**config.mk**
```make
export PLATFORM = sky130hd
export DESIGN_NAME = sik_fetch
export DESIGN_NICKNAME = d
export VERILOG_FILES = /design/src/rtl/sik_pkg.sv /design/src/rtl/sik_fetch_ctx.sv /design/src/rtl/sik_fetch.sv
export SDC_FILE = /design/constraint.sdc
export NUM_CORES = 1
export LEC_CHECK = 0
export ABC_AREA = 0
export BUFFER_PORTS_ARGS = -buffer_cell sky130_fd_sc_hd__buf_2
export CAP_MARGIN = 15
export CORE_MARGIN = 5
export CORE_UTILIZATION = 35
export DETAILED_ROUTE_END_ITERATION = 16
export PLACE_DENSITY = 0.6
export SLEW_MARGIN = 20
export SYNTH_ARGS = -nofsm -noshare
export SYNTH_HDL_FRONTEND = slang
export SYNTH_HIERARCHICAL = 1
export SYNTH_SLANG_ARGS = --single-unit
```
**constraint.sdc**
```tcl
create_clock -name clk -period 3.6 [get_ports clk]
set_input_delay 0.18 -clock clk [delete_from_list [all_inputs] [get_ports clk]]
set_output_delay 0.18 -clock clk [all_outputs]
set_load 0.05 [all_outputs]
```
**src/rtl/sik_pkg.sv**
```systemverilog
// Shared types and constants for the SIK fetch stage.
// Optional prefix folding is enabled by defining SIK_PRE_FOLD_EN.
package sik_pkg;

    localparam int unsigned WORD   = 16;
    localparam int unsigned OPCODE = 4;
    localparam int unsigned PRE    = 4;

    localparam logic [OPCODE-1:0] OPpre = 4'b1111;
    localparam logic [WORD-1:0]   NOOP  = 16'h0000;

    localparam logic [WORD-1:0] T0_RESET_PC_DEF = 16'h0000;
    localparam logic [WORD-1:0] T1_RESET_PC_DEF = 16'h8000;

    // True when the word is a prefix instruction
    function automatic logic is_pre(input logic [WORD-1:0] inst);
        return inst[WORD-1 -: OPCODE] == OPpre;
    endfunction

endpackage

```
**src/rtl/sik_fetch_ctx.sv**
```systemverilog
// Per-thread fetch context: PC, sticky halt flag and (with SIK_PRE_FOLD_EN) the
// folded prefix register with its pending flag.
module sik_fetch_ctx
    import sik_pkg::*;
#(
    parameter logic [WORD-1:0] RESET_PC = 16'h0000
) (
    input  logic            clk,
    input  logic            reset,
    input  logic            issue,
    input  logic            redirect,
    input  logic [WORD-1:0] redirect_pc,
    input  logic            halt,
`ifdef SIK_PRE_FOLD_EN
    input  logic            pre_load,
    input  logic [PRE-1:0]  pre_val,
    input  logic            pre_consume,
    output logic [PRE-1:0]  pre,
    output logic            pre_pend,
`endif
    output logic [WORD-1:0] pc,
    output logic            halted
);

    logic [WORD-1:0] pc_q, pc_d;
    logic            halted_q;

    // Redirect beats the sequential increment
    always_comb begin
        pc_d = pc_q;
        if (redirect) begin
            pc_d = redirect_pc;
        end else if (issue) begin
            pc_d = pc_q + 16'd1;
        end
    end

    // PC and sticky halt state
    always_ff @(posedge clk) begin
        if (reset) begin
            pc_q     <= RESET_PC;
            halted_q <= 1'b0;
        end else begin
            pc_q <= pc_d;
            if (halt) begin
                halted_q <= 1'b1;
            end
        end
    end

    assign pc     = pc_q;
    assign halted = halted_q;

`ifdef SIK_PRE_FOLD_EN
    logic [PRE-1:0] pre_q;
    logic           pend_q;

    // Latest prefix wins; redirect/halt drop any unconsumed prefix
    always_ff @(posedge clk) begin
        if (reset) begin
            pre_q  <= '0;
            pend_q <= 1'b0;
        end else if (redirect || halt) begin
            pend_q <= 1'b0;
        end else if (pre_load) begin
            pre_q  <= pre_val;
            pend_q <= 1'b1;
        end else if (pre_consume) begin
            pend_q <= 1'b0;
        end
    end

    assign pre      = pre_q;
    assign pre_pend = pend_q;
`endif

endmodule

```
**src/rtl/sik_fetch.sv**
```systemverilog
// Two-thread round-robin instruction fetch for the SIK stack processor.
// Define SIK_PRE_FOLD_EN to fold prefix words into the following instruction.
module sik_fetch
    import sik_pkg::*;
#(
    parameter logic [WORD-1:0] T0_RESET_PC = T0_RESET_PC_DEF,
    parameter logic [WORD-1:0] T1_RESET_PC = T1_RESET_PC_DEF
) (
    input  logic            clk,
    input  logic            reset,
    output logic [WORD-1:0] imem_addr,
    input  logic [WORD-1:0] imem_rdata,
    input  logic            stall,
    input  logic            redirect_valid,
    input  logic            redirect_tid,
    input  logic [WORD-1:0] redirect_pc,
    input  logic            halt_req,
    input  logic            halt_tid,
    output logic            out_valid,
    output logic [WORD-1:0] out_inst,
    output logic [WORD-1:0] out_pc,
    output logic            out_tid,
    output logic [PRE-1:0]  out_pre,
    output logic            out_pre_valid,
    output logic [1:0]      thread_halted,
    output logic            halted
);

    logic            turn_q;
    logic            f1_valid_q, f1_tid_q;
    logic [WORD-1:0] f1_pc_q;
    logic            out_valid_q, out_tid_q;
    logic [WORD-1:0] out_inst_q, out_pc_q;

    logic [1:0]      redir, halt, squash, issue_vec;
    logic [WORD-1:0] pc [2];
    logic            sel_tid, do_issue, f2_live, emit;

`ifdef SIK_PRE_FOLD_EN
    logic [PRE-1:0] pre [2];
    logic [1:0]     pre_pend, pre_load, pre_consume;
    logic           f2_pre;
    logic [PRE-1:0] out_pre_q;
    logic           out_pre_valid_q;
`endif

    // Decode per-thread events, pick the issuing thread, classify the F2 word
    always_comb begin
        redir     = 2'b00;
        halt      = 2'b00;
        issue_vec = 2'b00;
        if (redirect_valid) redir[redirect_tid] = 1'b1;
        if (halt_req)       halt[halt_tid]      = 1'b1;
        squash   = redir | halt;
        sel_tid  = thread_halted[turn_q] ? ~turn_q : turn_q;
        do_issue = !stall && (thread_halted != 2'b11);
        issue_vec[sel_tid] = do_issue;
        f2_live  = f1_valid_q && !squash[f1_tid_q];
`ifdef SIK_PRE_FOLD_EN
        f2_pre      = f2_live && is_pre(imem_rdata);
        emit        = f2_live && !f2_pre;
        pre_load    = 2'b00;
        pre_consume = 2'b00;
        pre_load[f1_tid_q]    = !stall && f2_pre;
        pre_consume[f1_tid_q] = !stall && emit;
`else
        emit = f2_live;
`endif
    end

    for (genvar i = 0; i < 2; i++) begin : g_ctx
        sik_fetch_ctx #(
            .RESET_PC (i == 0 ? T0_RESET_PC : T1_RESET_PC)
        ) u_ctx (
            .clk         (clk),
            .reset       (reset),
            .issue       (issue_vec[i]),
            .redirect    (redir[i]),
            .redirect_pc (redirect_pc),
            .halt        (halt[i]),
`ifdef SIK_PRE_FOLD_EN
            .pre_load    (pre_load[i]),
            .pre_val     (imem_rdata[PRE-1:0]),
            .pre_consume (pre_consume[i]),
            .pre         (pre[i]),
            .pre_pend    (pre_pend[i]),
`endif
            .pc          (pc[i]),
            .halted      (thread_halted[i])
        );
    end

    // F1/F2 pipe; squashes still clear held entries while stalled
    always_ff @(posedge clk) begin
        if (reset) begin
            turn_q      <= 1'b0;
            f1_valid_q  <= 1'b0;
            f1_tid_q    <= 1'b0;
            f1_pc_q     <= '0;
            out_valid_q <= 1'b0;
            out_inst_q  <= NOOP;
            out_pc_q    <= '0;
            out_tid_q   <= 1'b0;
        end else if (stall) begin
            if (squash[f1_tid_q])  f1_valid_q  <= 1'b0;
            if (squash[out_tid_q]) out_valid_q <= 1'b0;
        end else begin
            f1_valid_q <= do_issue && !squash[sel_tid];
            if (do_issue) begin
                f1_pc_q  <= pc[sel_tid];
                f1_tid_q <= sel_tid;
                turn_q   <= ~turn_q;
            end
            out_valid_q <= emit;
            out_inst_q  <= imem_rdata;
            out_pc_q    <= f1_pc_q;
            out_tid_q   <= f1_tid_q;
        end
    end

`ifdef SIK_PRE_FOLD_EN
    // Attach any pending prefix to the next emitted instruction of that thread
    always_ff @(posedge clk) begin
        if (reset) begin
            out_pre_q       <= '0;
            out_pre_valid_q <= 1'b0;
        end else if (stall) begin
            if (squash[out_tid_q]) out_pre_valid_q <= 1'b0;
        end else begin
            out_pre_q       <= pre[f1_tid_q];
            out_pre_valid_q <= emit && pre_pend[f1_tid_q];
        end
    end

    assign out_pre       = out_pre_q;
    assign out_pre_valid = out_pre_valid_q;
`else
    assign out_pre       = '0;
    assign out_pre_valid = 1'b0;
`endif

    assign imem_addr = f1_pc_q;
    assign out_valid = out_valid_q;
    assign out_inst  = out_inst_q;
    assign out_pc    = out_pc_q;
    assign out_tid   = out_tid_q;
    assign halted    = (thread_halted == 2'b11) && !f1_valid_q && !out_valid_q;

endmodule

```
# Word-level counts from Yosys, hierarchy flattened
# Cells that the tools add are included.
[classes]
eq_ne = 4
n_lt_le_gt_ge = 10
mux = 28
n_bitwise = 5
n_addsub = 2
n_reduce_logical = 16
[op_table]
columns = ["cell", "n"]
rows = [
  ["$mux 16", 7],
  ["$add 16x1->16 const B", 2],
  ["$mux 1", 16],
  ["$lt 1x2->1 const B", 6],
  ["$logic_and 1x1->1", 8],
  ["$logic_not 1->1", 5],
  ["$mux 2", 2],
  ["$ne 2x1->1 const B", 2],
  ["$reduce_bool 2->1", 2],
  ["$demux 1 s1", 3],
  ["$ge 1x1->1 const B", 3],
  ["$and 2x2->2", 1],
  ["$eq 2x2->1 const B", 1],
  ["$ge 2x2->1 const B", 1],
  ["$ne 2x2->1 const B", 1],
  ["$not 1->1", 2],
  ["$not 1->2", 1],
  ["$or 2x2->2", 1],
  ["$reduce_and 2->1", 1],
]
[totals]
inputBits = 39
register_bits = 87
out_inout_bits = 58
elab_cells = 77

# Logic depth before layout (Yosys ltp)
# Gate-level depths: netlist (run 1).
[logic_depth]
depth_word = 11
ltp_mapped = 10
depth_no_buf = 7

# By module
# The synthesis (run 1) kept the hierarchy.
[by_module_without_submodules]
columns = ["mod", "n_inst", "cells_per_inst", "seq_area_each_um2", "area_per_inst_um2"]
rows = [
  ["sik_fetch", 1, 223, 1061.0, 2197.1],
  ["sik_fetch_ctx at g_ctx[0].u_ctx", 1, 115, 340.3, 1012.2],
  ["sik_fetch_ctx at g_ctx[1].u_ctx", 1, 107, 340.3, 954.7],
]

# Least setup slack after synthesis (run 1)
# OpenSTA, ideal clock, no wires.
[synth_timing]
path_type = "reg-to-reg"
from = "register g_ctx[1].u_ctx.halted_q"
to = "register g_ctx[0].u_ctx.pc_q[13]"
t_arrival_ns = 2.362
n_path_buf = 3
stages_incl_launch_ff = 11
synth_period_minus_slack_ns = 2.476
t_required_ns = 3.485
setup_slack_ns = 1.124
setup_ns = 0.115
path_cell_list = "dfxtp_1 nor2b_2 nor2_8 buf_12 and2_1 buf_6 nand4_4 buf_6 nor4_2 xor2_1 o21a_1"
[synth_via]
elab_chain_cells = 9
word_cells_on_any_way = 12
cone_classes = "order compare (2); eq/ne (1); mux (5); bitwise (1); reduce/logical (3)"
[synth_lines]
columns = ["item", "line_no", "text"]
rows = [
  ["start, declared", "sik_fetch_ctx.sv:26", "logic halted_q;"],
  ["start signal, assigned", "sik_fetch_ctx.sv:42", "halted_q <= 1'b0;"],
  ["start signal, assigned", "sik_fetch_ctx.sv:46", "halted_q <= 1'b1;"],
  ["$mux 1 (implied by the code) (2 in a row)", "sik_fetch.sv:55", "sel_tid = thread_halted[turn_q] ? ~turn_q : turn_q;"],
  ["$mux 1", "sik_fetch.sv:55", ""],
  ["$lt 1x2->1 (implied by the code) / $ge 1x1->1 (equally long branches)", "sik_fetch.sv:57", "issue_vec[sel_tid] = do_issue;"],
  ["$logic_and 1x1->1 (implied by the code)", "sik_fetch.sv:57", ""],
  ["$mux 1 (implied by the code)", "sik_fetch.sv:57", ""],
  ["$demux 1 s1", "sik_fetch.sv:57", ""],
  ["$and 2x2->2 (no source line) (*)", "-", ""],
  ["named net issue_vec[0]", "sik_fetch.sv:35", "logic [1:0] redir, halt, squash, issue_vec;"],
  ["$reduce_bool 2->1 (no source line) (*)", "-", ""],
  ["end signal, assigned", "sik_fetch_ctx.sv:44", "pc_q <= pc_d;"],
  ["end, declared", "sik_fetch_ctx.sv:25", "logic [WORD-1:0] pc_q, pc_d;"],
]
# Mark *: on every way through the listed nets, which the timed path passes. The rest lies on a longest branch. The select of a mux whose other input is x is not followed.
# A chain may end at the register's enable or synchronous reset.

# Final worst setup path (run 1)
[layout_timing]
from = "register turn_q"
to = "register g_ctx[1].u_ctx.pc_q[11]"
[layout_via]
elab_chain_cells = 9
word_cells_on_any_way = 11
cone_classes = "order compare (2); mux (5); bitwise (2); reduce/logical (2)"
[layout_lines]
columns = ["item", "line_no", "text"]
rows = [
  ["start, declared", "sik_fetch.sv:29", "logic turn_q;"],
  ["start signal, assigned", "sik_fetch.sv:112", "turn_q <= ~turn_q;"],
  ["$mux 1 (implied by the code) (2 in a row)", "sik_fetch.sv:55", ""],
  ["$mux 1 (*)", "sik_fetch.sv:55", ""],
  ["$lt 1x2->1 (implied by the code) / $ge 1x1->1 (equally long branches)", "sik_fetch.sv:57", ""],
  ["$logic_and 1x1->1 (implied by the code)", "sik_fetch.sv:57", ""],
  ["$mux 1 (implied by the code)", "sik_fetch.sv:57", ""],
  ["$demux 1 s1 (*)", "sik_fetch.sv:57", ""],
  ["$and 2x2->2 (no source line) (*)", "-", ""],
  ["named net issue_vec[1]", "sik_fetch.sv:35", ""],
  ["$reduce_bool 2->1 (no source line) (*)", "-", ""],
  ["end signal, assigned", "sik_fetch_ctx.sv:44", ""],
  ["end, declared", "sik_fetch_ctx.sv:25", ""],
]
# Marked as above.

==> out/results.ini, run 1 <==
[cells_and_area]
fill_cells=1153
area_growth_pct=18.36
layout.cells.non_filler=670
diodes=0
drive_gt1_share_pct=25.05
final_nets=564

[global_route]
grt_max_degree=56
grt_overflow=0
grt_pass1_vias=3119
track_usage_pct=13.70
grt_pass1_wl_um=15970
antenna_found_initial=0

[setup_path]
r2r_slack_ns=1.11
path_class=flop to flop
crit_start=turn_q
crit_fanout=18
r2r_start=turn_q
cp-start-kind=flop
cp-end-kind=flop
crit_required_ns=3.84
cp.arrival_ns=2.74

[synth]
synth-seq-cells=87
synth_cells=445
synth_top_area_share_pct=41.83
synthTopCellsByArea=dfxtp_1, mux2i_1, nor2_1, a211oi_1, xnor2_1
yosysMostFrequentCell=dfxtp_1
yosys.area.top_type=dfxtp_1
synth_ff_type=dfxtp_1
synthArstFlopShare_pct=0
syn_area_per_cell_um2=9.357
synth_edf_count=0
synthDistinctLibCells=44
syn_area_mm2=0.004164
synth_seq_area_share_pct=41.83
yosysWarnings=6
synth.top_cells.by_count=dfxtp_1, nor2_1, mux2i_1

[floorplan]
core_area_mm2=0.01152
io_pins=97
start_util_pct=36.16
dieArea_mm2=0.01418
dieHeight_um=119.1
die_w_um=119.1
fp-row-count=39

[sta]
final_max_slew_viol_count=0
worstMarginPinSlew_ns=1.026
timing.final.crit_period_ns=2.494
setup_viol=0
slew_headroom_pct=31.62
fin_crit_sh_pct=69.27
max_freq_ghz=0.4010
setup_tns_ns=0
skew_ns=0.005862
rsz0062_at_grt=no
hold_slack_ns=0.07366
finalHoldViolCount=0

[routing]
drtIter0Drc=168
drc=0
firstDrtPassIters=4
vias=3347
antenna_left=0
wl_per_cell_um=14.38
drt-total-wl_um=9633
routed_via_density=4.996

[clocking]
cts_max_level=3
cts_num_sinks=87
postCtsResizedCells=0
cts_buffers=9
clock_latency_ns=0.34
cts_tree=built
clk_pin_slew_worst_paths_ns=0.06
cts_buffer_depth=2
ctsHoldBuffers=0
cts_setup_buffers=0
cts-root-buf=clkbuf_16

[pwr]
sequentialPowerShare_pct=46.3
p_sw_share_pct=30.13
clockPowerShare_pct=36.0
pwr-share-comb_pct=17.7
peakVddDrop_mv=0.2131
powerDensity_mw_per_mm2=477.0
p_sw_mw=0.7082
p_leak_nw=2.234
finalPower_mw=2.351
internal-power_mw=1.643

[place]
dp.cells=655
gp_congestion=0.8193
io_buffers=91
dp_hpwl_um=7077

[hold_path]
hp-start=imem_rdata[14]
hold_path.class=input port to flop

[run]
max-cap-violations=0

[status]
outcome=complete, no violations

==> area by class of cell <==
cell class | count | area, um2 | share of cell area (%)
sequential | 87 | 1742 | 35.34
tap | 143 | 178.9 | 3.630
clock buffer | 12 | 246.5 | 5.001
multi-input combinational | 311 | 2181 | 44.25
clock inverter | 3 | 20.02 | 0.4062
timing repair buffer | 96 | 493.0 | 10.00
inverter | 18 | 67.56 | 1.371
==> power by group through the flow <==
stage	clock network [mW]	registers, mW	logic (mW)
after detailed placement	0	1.11	0.419
after floorplan	0	1.21	0.221
after global placement	0	1.11	0.416
after global routing	0.907	1.10	0.451
after CTS	0.867	1.09	0.421
final	0.846	1.09	0.417
==> kinds of logic after synthesis <==
logic type      share of synthesized area (%)
simple gates                            21.15
flops                                   41.83
compound gates                          11.45
mux                                     12.98
buf+inv                                 6.220
xor+xnor                                5.679
fa+ha+maj                              0.6009
other cells                           0.09006
==> worst max-delay path, stage by stage (launching register included) <==
cell      delay [ns]
dfxtp_1         0.37
nor2b_2         0.32
nor2_8          0.15
nor2b_1         0.47
nand4_4         0.32
nor4_1          0.40
xnor2_1         0.11
a211oi_1        0.25
==> metal layers <==
metal	vias up	track usage, %	routed length [um]
li1	1699	-	-
met1	1545	19.31	4931
met2	90	19.85	3959
met3	13	4.028	593
met4	0	4.852	148
met5	-	0	0
==> per-stage QoR <==
step / utilization [%] / setup slack (ns) / cell area, um2
after global placement: 40.48 / 1.198 / 4662
after global routing: 42.80 / 0.8563 / 4928
after floorplan: - / 1.124 / 4179
final: 42.80 / 1.106 / 4928
after detailed placement: 40.48 / 1.118 / 4662
after CTS: 42.80 / 1.080 / 4928
==> worst paths after layout <==
kind	depth (start not counted)	endpoint
worst max register to register	7	g_ctx[1].u_ctx/pc[11]
worst min-delay path	3	out_inst[14]
worst min register to register	2	out_pc[15]
worst max-delay path	7	g_ctx[1].u_ctx/pc[11]
==> placed cells by master, fill, tap and decap left out, types with 2 or more instances in the layout <==
| cell type | instances |
|---|---|
| buf_2 | 91 |
| dfxtp_1 | 87 |
| nor2_1 | 77 |
| mux2i_1 | 54 |
| a211oi_1 | 24 |
| a21oi_1 | 18 |
| inv_1 | 17 |
| nand2_1 | 15 |
| xnor2_1 | 15 |
| xor2_1 | 12 |
| nor3_1 | 10 |
| nand4_1 | 10 |
| o21a_1 | 10 |
| clkbuf_16 | 9 |
| o21ai_0 | 7 |
| nand3_1 | 7 |
| conb_1 | 5 |
| nor4_2 | 5 |
| buf_4 | 5 |
| or3_1 | 4 |
| nor4_4 | 4 |
| nor4_1 | 4 |
| and2_1 | 3 |
| nand4_4 | 3 |
| nor2b_2 | 2 |
| nor2b_1 | 2 |
| o32ai_1 | 2 |
| clkbuf_1 | 2 |
| clkinvlp_4 | 2 |
| ha_1 | 2 |
| a311oi_1 | 2 |
| a211oi_2 | 2 |
| nor3_2 | 2 |
==> registers in the layout, indices dropped and copies added, names as in the netlist <==
signal / count
f1_tid_q: 1
f1_valid_q: 1
g_ctx.u_ctx/halted: 2
g_ctx.u_ctx/pc: 32
imem_addr: 16
out_inst: 16
out_pc: 16
out_tid: 1
out_valid: 1
turn_q: 1
Note: power is estimated with default switching activity, not from simulation.
==> run 2: changes to the inputs <==
- PLACE_DENSITY: 0.6 -> 0.62
- clock period: 3.6 -> 2.15 ns (I/O delays scaled with it)
==> out/results.ini, run 2 (synthesis results as in run 1) <==
[sta]
slew_headroom_pct=51.49
rsz0062_at_grt=no
worstMarginPinSlew_ns=0.7232
fin_crit_sh_pct=90.46
setup_tns_ns=0
max_freq_ghz=0.5142
skew_ns=0.008321
hold_slack_ns=0.01640
setup_viol=0
finalHoldViolCount=0
final_max_slew_viol_count=0
timing.final.crit_period_ns=1.945

[setup_path]
cp-end-kind=flop
crit_required_ns=2.42
cp-start-kind=flop
path_class=flop to flop
critical_path.cell_chain=and2b_4 -> nor2_8 -> and2_1 -> nand4_4 -> or3_1 -> a21o_1 -> a21oi_1
slowest_delay_ns=0.40
cp.arrival_ns=2.21
ff2ff_path_depth=7
r2r_slack_ns=0.21
crit_fanout=12
r2r-end=g_ctx[0].u_ctx/pc[5]
r2r_start=turn_q
crit_slowest_cell=or3_1

[global_route]
grt_pass1_vias=3236
grt_overflow=0
track_usage_pct=14.51
grt_pass1_wl_um=16860
antenna_found_initial=0
grt_max_degree=44

[clocking]
clk_pin_slew_worst_paths_ns=0.07
clock_latency_ns=0.34
cts_setup_buffers=0
cts_tree=built
cts_max_level=3
cts_num_sinks=87
cts_buffers=9
cts-root-buf=clkbuf_16
cts_buffer_depth=2

[status]
outcome=complete, no violations

[floorplan]
dieHeight_um=119.1
start_util_pct=36.16
core_area_mm2=0.01152
fp-row-count=39
dieArea_mm2=0.01418
die_w_um=119.1
io_pins=97

[cells_and_area]
multi_input_area_mm2=0.002196
layout_commonest_cell=buf_2
final_nets=581
diodes=0
final_cell_mix=buf_2, dfxtp_1, nor2_1
drive_gt1_share_pct=26.61
largest_reg_flops=32
area_growth_pct=22.78
fill_cells=1163
seq_area_mm2=0.001749

[routing]
drt-total-wl_um=9890
vias=3356
routed_via_density=4.878
firstDrtPassIters=4
antenna_left=0
drc=0
wl_per_cell_um=14.38
drtIter0Drc=145

[pwr]
finalPower_mw=3.966
peakVddDrop_mv=0.3385
p_leak_nw=2.326
powerDensity_mw_per_mm2=775.7

[hold_path]
hold_depth=3
hp-start=imem_rdata[6]
hold_path.class=input port to flop
hold_end=out_inst[6]

[place]
dp_hpwl_um=7329
io_buffers=91
gp_congestion=0.7990

[run]
max-cap-violations=0

[run 2: report_power, final]
group	total (mW)	switching [mW]	internal, mW
registers	1.82	0.106	1.71
clock network	1.41	0.627	0.783
logic	0.734	0.479	0.256
total	3.97	1.21	2.75
[run 2: what timing repair did]
action,4_1_cts,5_1_grt
setup endpoints to repair,0,11
resized for setup,0,2
endpoints found under the hold margin,8,0
hold buffers,8,0
[run 2: routing by layer]
metal	GRT usage [%]	routed length [um]
met5	0	0
met4	4.200	140
met3	4.787	490
met2	21.12	4256
met1	20.42	5003
[run 2: final cells by class]
| cell class | instances | area share [%] |
|---|---|---|
| flip-flops and latches | 87 | 34.21 |
| inverters | 18 | 1.322 |
| clock buffers | 11 | 4.552 |
| repair buffers | 113 | 12.78 |
| clock inverters | 5 | 0.6853 |
| well taps | 143 | 3.500 |
| multi-input cells | 311 | 42.95 |
[run 2: worst max-delay path by stage]
stage,slack (ns),endpoint,start,depth (start not counted)
after floorplan,0.02,g_ctx[0].u_ctx/pc[13],g_ctx[1].u_ctx/halted,10
after global placement,0.14,g_ctx[1].u_ctx/pc[13],turn_q,8
after detailed placement,0.07,g_ctx[1].u_ctx/pc[6],turn_q,7
after CTS,0.03,g_ctx[1].u_ctx/pc[6],turn_q,7
after global routing,0.03,g_ctx[1].u_ctx/pc[14],turn_q,8
final,0.21,g_ctx[0].u_ctx/pc[5],turn_q,7
[run 2: worst max-delay path: cells and delay by family, from the launching register on]
family / cells / cell delay (ns)
compound gates: 2 / 0.31
simple gates: 5 / 1.18
flops: 1 / 0.39
[run 2: per-stage QoR]
step                      utilization (%)  setup WS (ns)  cells  cell area (um2)
final                               44.39         0.2051    688             5112
after detailed placement            41.31        0.06723    664             4757
after CTS                           44.33        0.03085    688             5105
after global routing                44.39        0.02579    688             5112
after floorplan                         -        0.01730    449             4194
after global placement              41.31         0.1388    664             4757
